[src/rtl/coax_pkg.sv]
// Shared definitions for the coax transmit/receive datapath: word width and
// the transmit-side sequencer state encoding.
package coax_pkg;

    localparam int COAX_WORD_WIDTH = 10;

    typedef enum logic [2:0] {
        ST_IDLE,
        ST_LOAD,
        ST_GAP,
        ST_WAIT,
        ST_DRAIN
    } tx_state_e;

endpackage

[src/rtl/coax_fifo.sv]
// Synchronous first-word-fall-through FIFO; the head word is always visible on q.
// A write to a full FIFO is accepted only when a pop happens in the same cycle.
module coax_fifo
    import coax_pkg::*;
#(
    parameter int DEPTH = 8,
    parameter int WIDTH = COAX_WORD_WIDTH
) (
    input  logic                     clk,
    input  logic                     reset,
    input  logic                     write,
    input  logic [WIDTH-1:0]         data,
    input  logic                     read,
    output logic [WIDTH-1:0]         q,
    output logic                     empty,
    output logic                     full,
    output logic [$clog2(DEPTH):0]   count
);

    localparam int PTR_W = $clog2(DEPTH);
    localparam logic [PTR_W:0] FULL_COUNT = DEPTH[PTR_W:0];

    logic [PTR_W-1:0] wr_ptr_q;
    logic [PTR_W-1:0] rd_ptr_q;
    logic [PTR_W:0]   count_q;
    logic [PTR_W:0]   count_d;
    logic [WIDTH-1:0] mem_q [DEPTH];
    logic             do_read;
    logic             do_write;

    assign empty    = (count_q == '0);
    assign full     = (count_q == FULL_COUNT);
    assign count    = count_q;
    assign q        = mem_q[rd_ptr_q];
    assign do_read  = read && !empty;
    assign do_write = write && (!full || do_read);

    always_comb begin
        count_d = count_q;
        if (do_write && !do_read) begin
            count_d = count_q + 1'b1;
        end else if (!do_write && do_read) begin
            count_d = count_q - 1'b1;
        end
    end

    always_ff @(posedge clk or posedge reset) begin
        if (reset) begin
            wr_ptr_q <= '0;
            rd_ptr_q <= '0;
            count_q  <= '0;
        end else begin
            if (do_write) begin
                wr_ptr_q <= wr_ptr_q + 1'b1;
            end
            if (do_read) begin
                rd_ptr_q <= rd_ptr_q + 1'b1;
            end
            count_q <= count_d;
        end
    end

    // Storage carries no reset; only the pointers define what is valid.
    always_ff @(posedge clk) begin
        if (do_write) begin
            mem_q[wr_ptr_q] <= data;
        end
    end

endmodule

[src/rtl/coax_buffered_tx.sv]
// Host-side word buffer feeding coax_tx: queued words are pushed through the
// transmitter's edge-sensitive load/full handshake as one contiguous frame.
module coax_buffered_tx
    import coax_pkg::*;
#(
    parameter int DEPTH = 8
) (
    input  logic                         clk,
    input  logic                         reset,
    input  logic [COAX_WORD_WIDTH-1:0]   data,
    input  logic                         write,
    input  logic                         start,
    output logic                         busy,
    output logic                         fifo_empty,
    output logic                         fifo_full,
    output logic [$clog2(DEPTH):0]       fifo_count,
    output logic                         overflow,
    output logic                         tx_load,
    output logic [COAX_WORD_WIDTH-1:0]   tx_data,
    input  logic                         tx_full,
    input  logic                         tx_active
);

    tx_state_e                  state_q;
    tx_state_e                  state_d;
    logic                       tx_load_q;
    logic [COAX_WORD_WIDTH-1:0] tx_data_q;
    logic                       busy_q;
    logic                       overflow_q;
    logic                       overflow_d;
    logic                       seen_active_q;
    logic [COAX_WORD_WIDTH-1:0] fifo_head;
    logic                       fifo_read;
    logic                       start_ok;
    logic                       write_dropped;

    coax_fifo #(
        .DEPTH (DEPTH),
        .WIDTH (COAX_WORD_WIDTH)
    ) u_fifo (
        .clk   (clk),
        .reset (reset),
        .write (write),
        .data  (data),
        .read  (fifo_read),
        .q     (fifo_head),
        .empty (fifo_empty),
        .full  (fifo_full),
        .count (fifo_count)
    );

    // The head word is latched into tx_data on entry to LOAD and popped during LOAD.
    assign fifo_read     = (state_q == ST_LOAD);
    assign start_ok      = start && (state_q == ST_IDLE) && !fifo_empty;
    assign write_dropped = write && fifo_full && !fifo_read;

    assign tx_load  = tx_load_q;
    assign tx_data  = tx_data_q;
    assign busy     = busy_q;
    assign overflow = overflow_q;

    always_comb begin
        state_d = state_q;
        unique case (state_q)
            ST_IDLE: begin
                if (start_ok) begin
                    state_d = ST_LOAD;
                end
            end
            ST_LOAD: begin
                state_d = ST_GAP;
            end
            ST_GAP: begin
                state_d = fifo_empty ? ST_DRAIN : ST_WAIT;
            end
            ST_WAIT: begin
                if (!tx_full && !fifo_empty) begin
                    state_d = ST_LOAD;
                end
            end
            ST_DRAIN: begin
                if (seen_active_q && !tx_active) begin
                    state_d = ST_IDLE;
                end
            end
            default: begin
                state_d = ST_IDLE;
            end
        endcase
    end

    // A dropped write in the same cycle as an accepted start still leaves the flag set.
    always_comb begin
        overflow_d = overflow_q;
        if (start_ok) begin
            overflow_d = 1'b0;
        end
        if (write_dropped) begin
            overflow_d = 1'b1;
        end
    end

    always_ff @(posedge clk or posedge reset) begin
        if (reset) begin
            state_q       <= ST_IDLE;
            tx_load_q     <= 1'b0;
            tx_data_q     <= '0;
            busy_q        <= 1'b0;
            overflow_q    <= 1'b0;
            seen_active_q <= 1'b0;
        end else begin
            state_q    <= state_d;
            tx_load_q  <= (state_d == ST_LOAD);
            busy_q     <= (state_d != ST_IDLE);
            overflow_q <= overflow_d;
            if (state_d == ST_LOAD) begin
                tx_data_q <= fifo_head;
            end
            if (state_q != ST_DRAIN) begin
                seen_active_q <= 1'b0;
            end else if (tx_active) begin
                seen_active_q <= 1'b1;
            end
        end
    end

endmodule

[config.mk]
export PLATFORM = sky130hd
export DESIGN_NAME = coax_buffered_tx
export DESIGN_NICKNAME = d
export VERILOG_FILES = /design/src/rtl/coax_pkg.sv /design/src/rtl/coax_fifo.sv /design/src/rtl/coax_buffered_tx.sv
export SDC_FILE = /design/constraint.sdc
export NUM_CORES = 1
export LEC_CHECK = 0
export CELL_PAD_IN_SITES_DETAIL_PLACEMENT = 1
export CELL_PAD_IN_SITES_GLOBAL_PLACEMENT = 1
export CORE_MARGIN = 3
export CORE_UTILIZATION = 33
export DETAILED_ROUTE_END_ITERATION = 10
export DONT_BUFFER_PORTS = 1
export PLACE_DENSITY_LB_ADDON = 0.15
export RECOVER_POWER = 100
export SYNTH_ARGS = -nofsm -noshare
export SYNTH_HDL_FRONTEND = slang
export SYNTH_SLANG_ARGS = --single-unit
[constraint.sdc]
create_clock -name clk -period 3.7 [get_ports clk]
set_input_delay 0.74 -clock clk [delete_from_list [all_inputs] [get_ports clk]]
set_output_delay 0.74 -clock clk [all_outputs]
set_load 0.01 [all_outputs]
==> summary.txt, run 1 <==
CRITICAL PATH
----------------------------------------------------------------------------------------
Critical path peak fanout                                                              6
Category of the worst setup path launch point                                  flip-flop
Category of the worst setup path capture point                                 flip-flop
Worst endpoint required time                                                     3.93 ns
Type of the worst setup path                                                     reg2reg
Arrival time at the worst endpoint                                               3.50 ns

CLOCK TREE
----------------------------------------------------------------------------------------
Max clock buf depth                                                                    2
Clock Root Buffer                                                           sky130_fd_sc_hd__clkbuf_16
Clock tree sinks                                                                     107
Clk pin slew, worst setup/hold paths                                             0.07 ns
Number of buffers inserted during clock tree synthesis                                 9
Clock latency of the later-clocked register in the worst-skew pair               0.34 ns
Number of gates resized after cts                                                      0
TritonCTS clock tree                                                                done
H-tree level count                                                                     3
Post-CTS repair timing setup buffer count                                              0
Hold-fix buffer count after cts                                                        0

DIE
----------------------------------------------------------------------------------------
Die span in y                                                                   120.6 um
Chip Width                                                                      120.6 um
Number of top-level pins                                                              35
Cell Rows                                                                             41
Initial Utilization                                                               34.07%
CORE AREA                                                                   0.01272 mm^2
Die area                                                                    0.01454 mm^2

ROUTING
----------------------------------------------------------------------------------------
Number of iterations in the first detailed-routing pass                                4
Avg Vias per Cell                                                                  4.806
Number of DRC violations after detailed-routing iteration 0                           97
Post-detailed-routing wire length                                                8262 um
Antenna Nets Post-Route                                                                0
Total via count after detailed routing                                              2081
Avg WL per Cell                                                                 19.08 um
DRC violation count after routing                                                      0

FINAL LAYOUT
----------------------------------------------------------------------------------------
Post-route cell area                                                        0.004806 mm^2
Ant. Diodes                                                                            0
Share of the core filled with cells                                               37.78%
Sequential cell area                                                        0.003078 mm^2
NumNets Final                                                                        278
Total of fill cells in the finished design                                          1299
Commonest cells after routing, fill and taps aside                          sky130_fd_sc_hd__edfxtp_1, sky130_fd_sc_hd__dfrtp_1, sky130_fd_sc_hd__mux4_2, sky130_fd_sc_hd__nor2_1, sky130_fd_sc_hd__nand2_1
Fraction of layout cells with a size suffix above 1                               20.31%
Area added between synthesis and finish                                           10.88%
Most frequent standard cell in the layout excluding fill and tap cells      sky130_fd_sc_hd__edfxtp_1
Combined area of the multi-input logic cells                                0.001152 mm^2

PLACED DESIGN
----------------------------------------------------------------------------------------
Post-DP Area                                                                0.004588 mm^2
Number of I/O port buffers                                                             0
Placer Congestion                                                                 0.6959
Placed wire-length estimate                                                      5317 um

YOSYS
----------------------------------------------------------------------------------------
Number of enable flip-flop cells after synthesis                                      80
Top flip-flop cell by instance count after synthesis                        sky130_fd_sc_hd__edfxtp_1
Proportion of synthesized flip-flops having asynchronous set or reset             25.23%
Number of standard cells after synthesis                                             244
Cell area after synthesis                                                   0.004334 mm^2
Sequential-to-total area share from yosys stat                                    71.02%
Synth warn                                                                             0
Library cell occupying the most area in the post-synthesis netlist          sky130_fd_sc_hd__edfxtp_1
Synthesis-stage register bit count                                                   107
Post-synth top area share                                                         55.43%
Top post-synthesis cells by area                                            sky130_fd_sc_hd__edfxtp_1, sky130_fd_sc_hd__dfrtp_1, sky130_fd_sc_hd__mux4_2
Avg Cell Area, Syn                                                            17.76 um^2
Post-Syn Nets                                                                        266
Synth cell types                                                                      41

OUTCOME
----------------------------------------------------------------------------------------
Result of the run                                                           complete, but fails checks
Violations in the final reports                                             capacitance limit, slew limit

GLOBAL ROUTE
----------------------------------------------------------------------------------------
Via count of the first global-routing pass                                          2266
Total grt overflow                                                                     0
Aggregate global-route resource usage                                             12.50%
Maximum number of pins on one net before global-route repair                          28
Global-route wire length before repair                                          13230 um
Antenna violations before repair                                                       0

TIMING
----------------------------------------------------------------------------------------
Number of hold violations in the final report                                          0
Final setup violation count                                                            0
Portion of the clock cycle consumed by the worst path in the final layout         88.45%
Tightest slew margin relative to the limit                                       -5.303%
Fin crit period                                                                 3.273 ns
Worst Max-Slew Pin Slew                                                         1.577 ns
Clk_skew                                                                     0.004709 ns
Maximum clock rate                                                            0.3055 GHz
Final TNS setup                                                                     0 ns
Max-slew violation count                                                              22
Setup repair after global routing missed its margin                                false

RUN
----------------------------------------------------------------------------------------
Number of max-cap violations                                                           1

POWER
----------------------------------------------------------------------------------------
Power density relative to cell area                                         805.2 mW/mm^2
Total Power                                                                     3.870 mW
Worst vdd rail ir drop                                                         0.2504 mV
Static power due to leakage                                                     1.613 nW

WORST HOLD PATH
----------------------------------------------------------------------------------------
Hold Path Class                                                                   in2reg

## final cells by class
class	instances	area share (%)
Sequential cell	107	64.05
Multi-Input combinational cell	121	23.98
Clock buffer	9	4.686
Tap cell	172	4.478
Timing Repair Buffer	11	1.276
Clock inverter	7	1.067
Inverter	6	0.4686
## cell families after synthesis
family                     Yosys count  synth area share (%)
adders and majority gates            6                 1.905
and+or+nand+nor                     52                 6.120
muxes                               32                 13.22
AOI/OAI and AO/OA                   25                 4.562
xor gates and xnor gates             6                 1.212
buffers and inverters               16                 1.963
DFF                                107                 71.02
## metrics by stage
| stage | instances | hold WS [ns] | setup slack [ns] |
|---|---|---|---|
| finish | 433 | 0.4888 | 0.4272 |
| global route | 433 | 0.4632 | 0.1363 |
| CTS | 433 | 0.4710 | 0.4360 |
| detailed placement | 417 | 0.5728 | 0.4808 |
| global placement | 417 | 0.5704 | 0.5668 |
| floorplan | 244 | 0.5127 | 0.7581 |
## sequential cells by signal, summed over array words and instances, names as in the netlist
| signal | cells |
|---|---|
| u_fifo.mem_q | 80 |
| tx_data | 10 |
| u_fifo.count | 4 |
| state_q | 3 |
| u_fifo.rd_ptr_q | 3 |
| u_fifo.wr_ptr_q | 3 |
| busy | 1 |
| overflow | 1 |
| seen_active_q | 1 |
| tx_load | 1 |
## cell usage after synthesis (all sizes together), types with 2 or more instances
cell,count
nor3,8
nor4,2
nand2,13
nand3,2
or3b,2
dfrtp,27
a21oi,13
nor2,17
o21ai,3
a211oi,2
mux4,20
mux2,2
ha,5
inv,6
edfxtp,80
buf,6
clkbuf,4
nand2b,3
mux2i,10
xnor2,5
## final timing paths
path                               startpoint                 end  slack [ns]  cells past startpoint
setup / recovery              u_fifo.count[1]     u_fifo.count[3]        0.43                     11
hold / removal                        data[6]  u_fifo.mem_q[6][6]        0.49                      0
setup reg to reg              u_fifo.count[1]     u_fifo.count[3]        0.43                     11
hold reg to reg            u_fifo.wr_ptr_q[2]  u_fifo.wr_ptr_q[2]        0.57                      1
max in group asynchronous               reset  u_fifo.wr_ptr_q[1]        2.51                      1
min in group asynchronous               reset          tx_data[2]        0.54                      1
## critical path: stages (launching register included)
cell and delay, ns:
sky130_fd_sc_hd__dfrtp_1 0.49, sky130_fd_sc_hd__or4_1 0.63, sky130_fd_sc_hd__inv_2 0.17, sky130_fd_sc_hd__nor2_1 0.10
sky130_fd_sc_hd__inv_1 0.12, sky130_fd_sc_hd__ha_1 0.20, sky130_fd_sc_hd__inv_1 0.11, sky130_fd_sc_hd__ha_1 0.29
sky130_fd_sc_hd__a21o_1 0.21, sky130_fd_sc_hd__a2111oi_0 0.44, sky130_fd_sc_hd__a31oi_1 0.08, sky130_fd_sc_hd__a221o_1 0.33
## power breakdown
group,switching (mW),internal [mW]
combinational,0.551,0.540
sequential,0.320,1.57
clock,0.427,0.460
## routing by layer
layer | track usage, % | wire length, um
met1 | 15.69 | 3673
met3 | 5.005 | 510
met5 | 0 | 0
met2 | 19.84 | 3975
met4 | 4.037 | 102
(Power assumes the default switching activity.)
==> run 2: changes to the inputs <==
Settings changed: SLEW_MARGIN set to 20.
==> results of run 2 <==
Same layout as run 1: the final DEF is identical, and so are final timing and power.
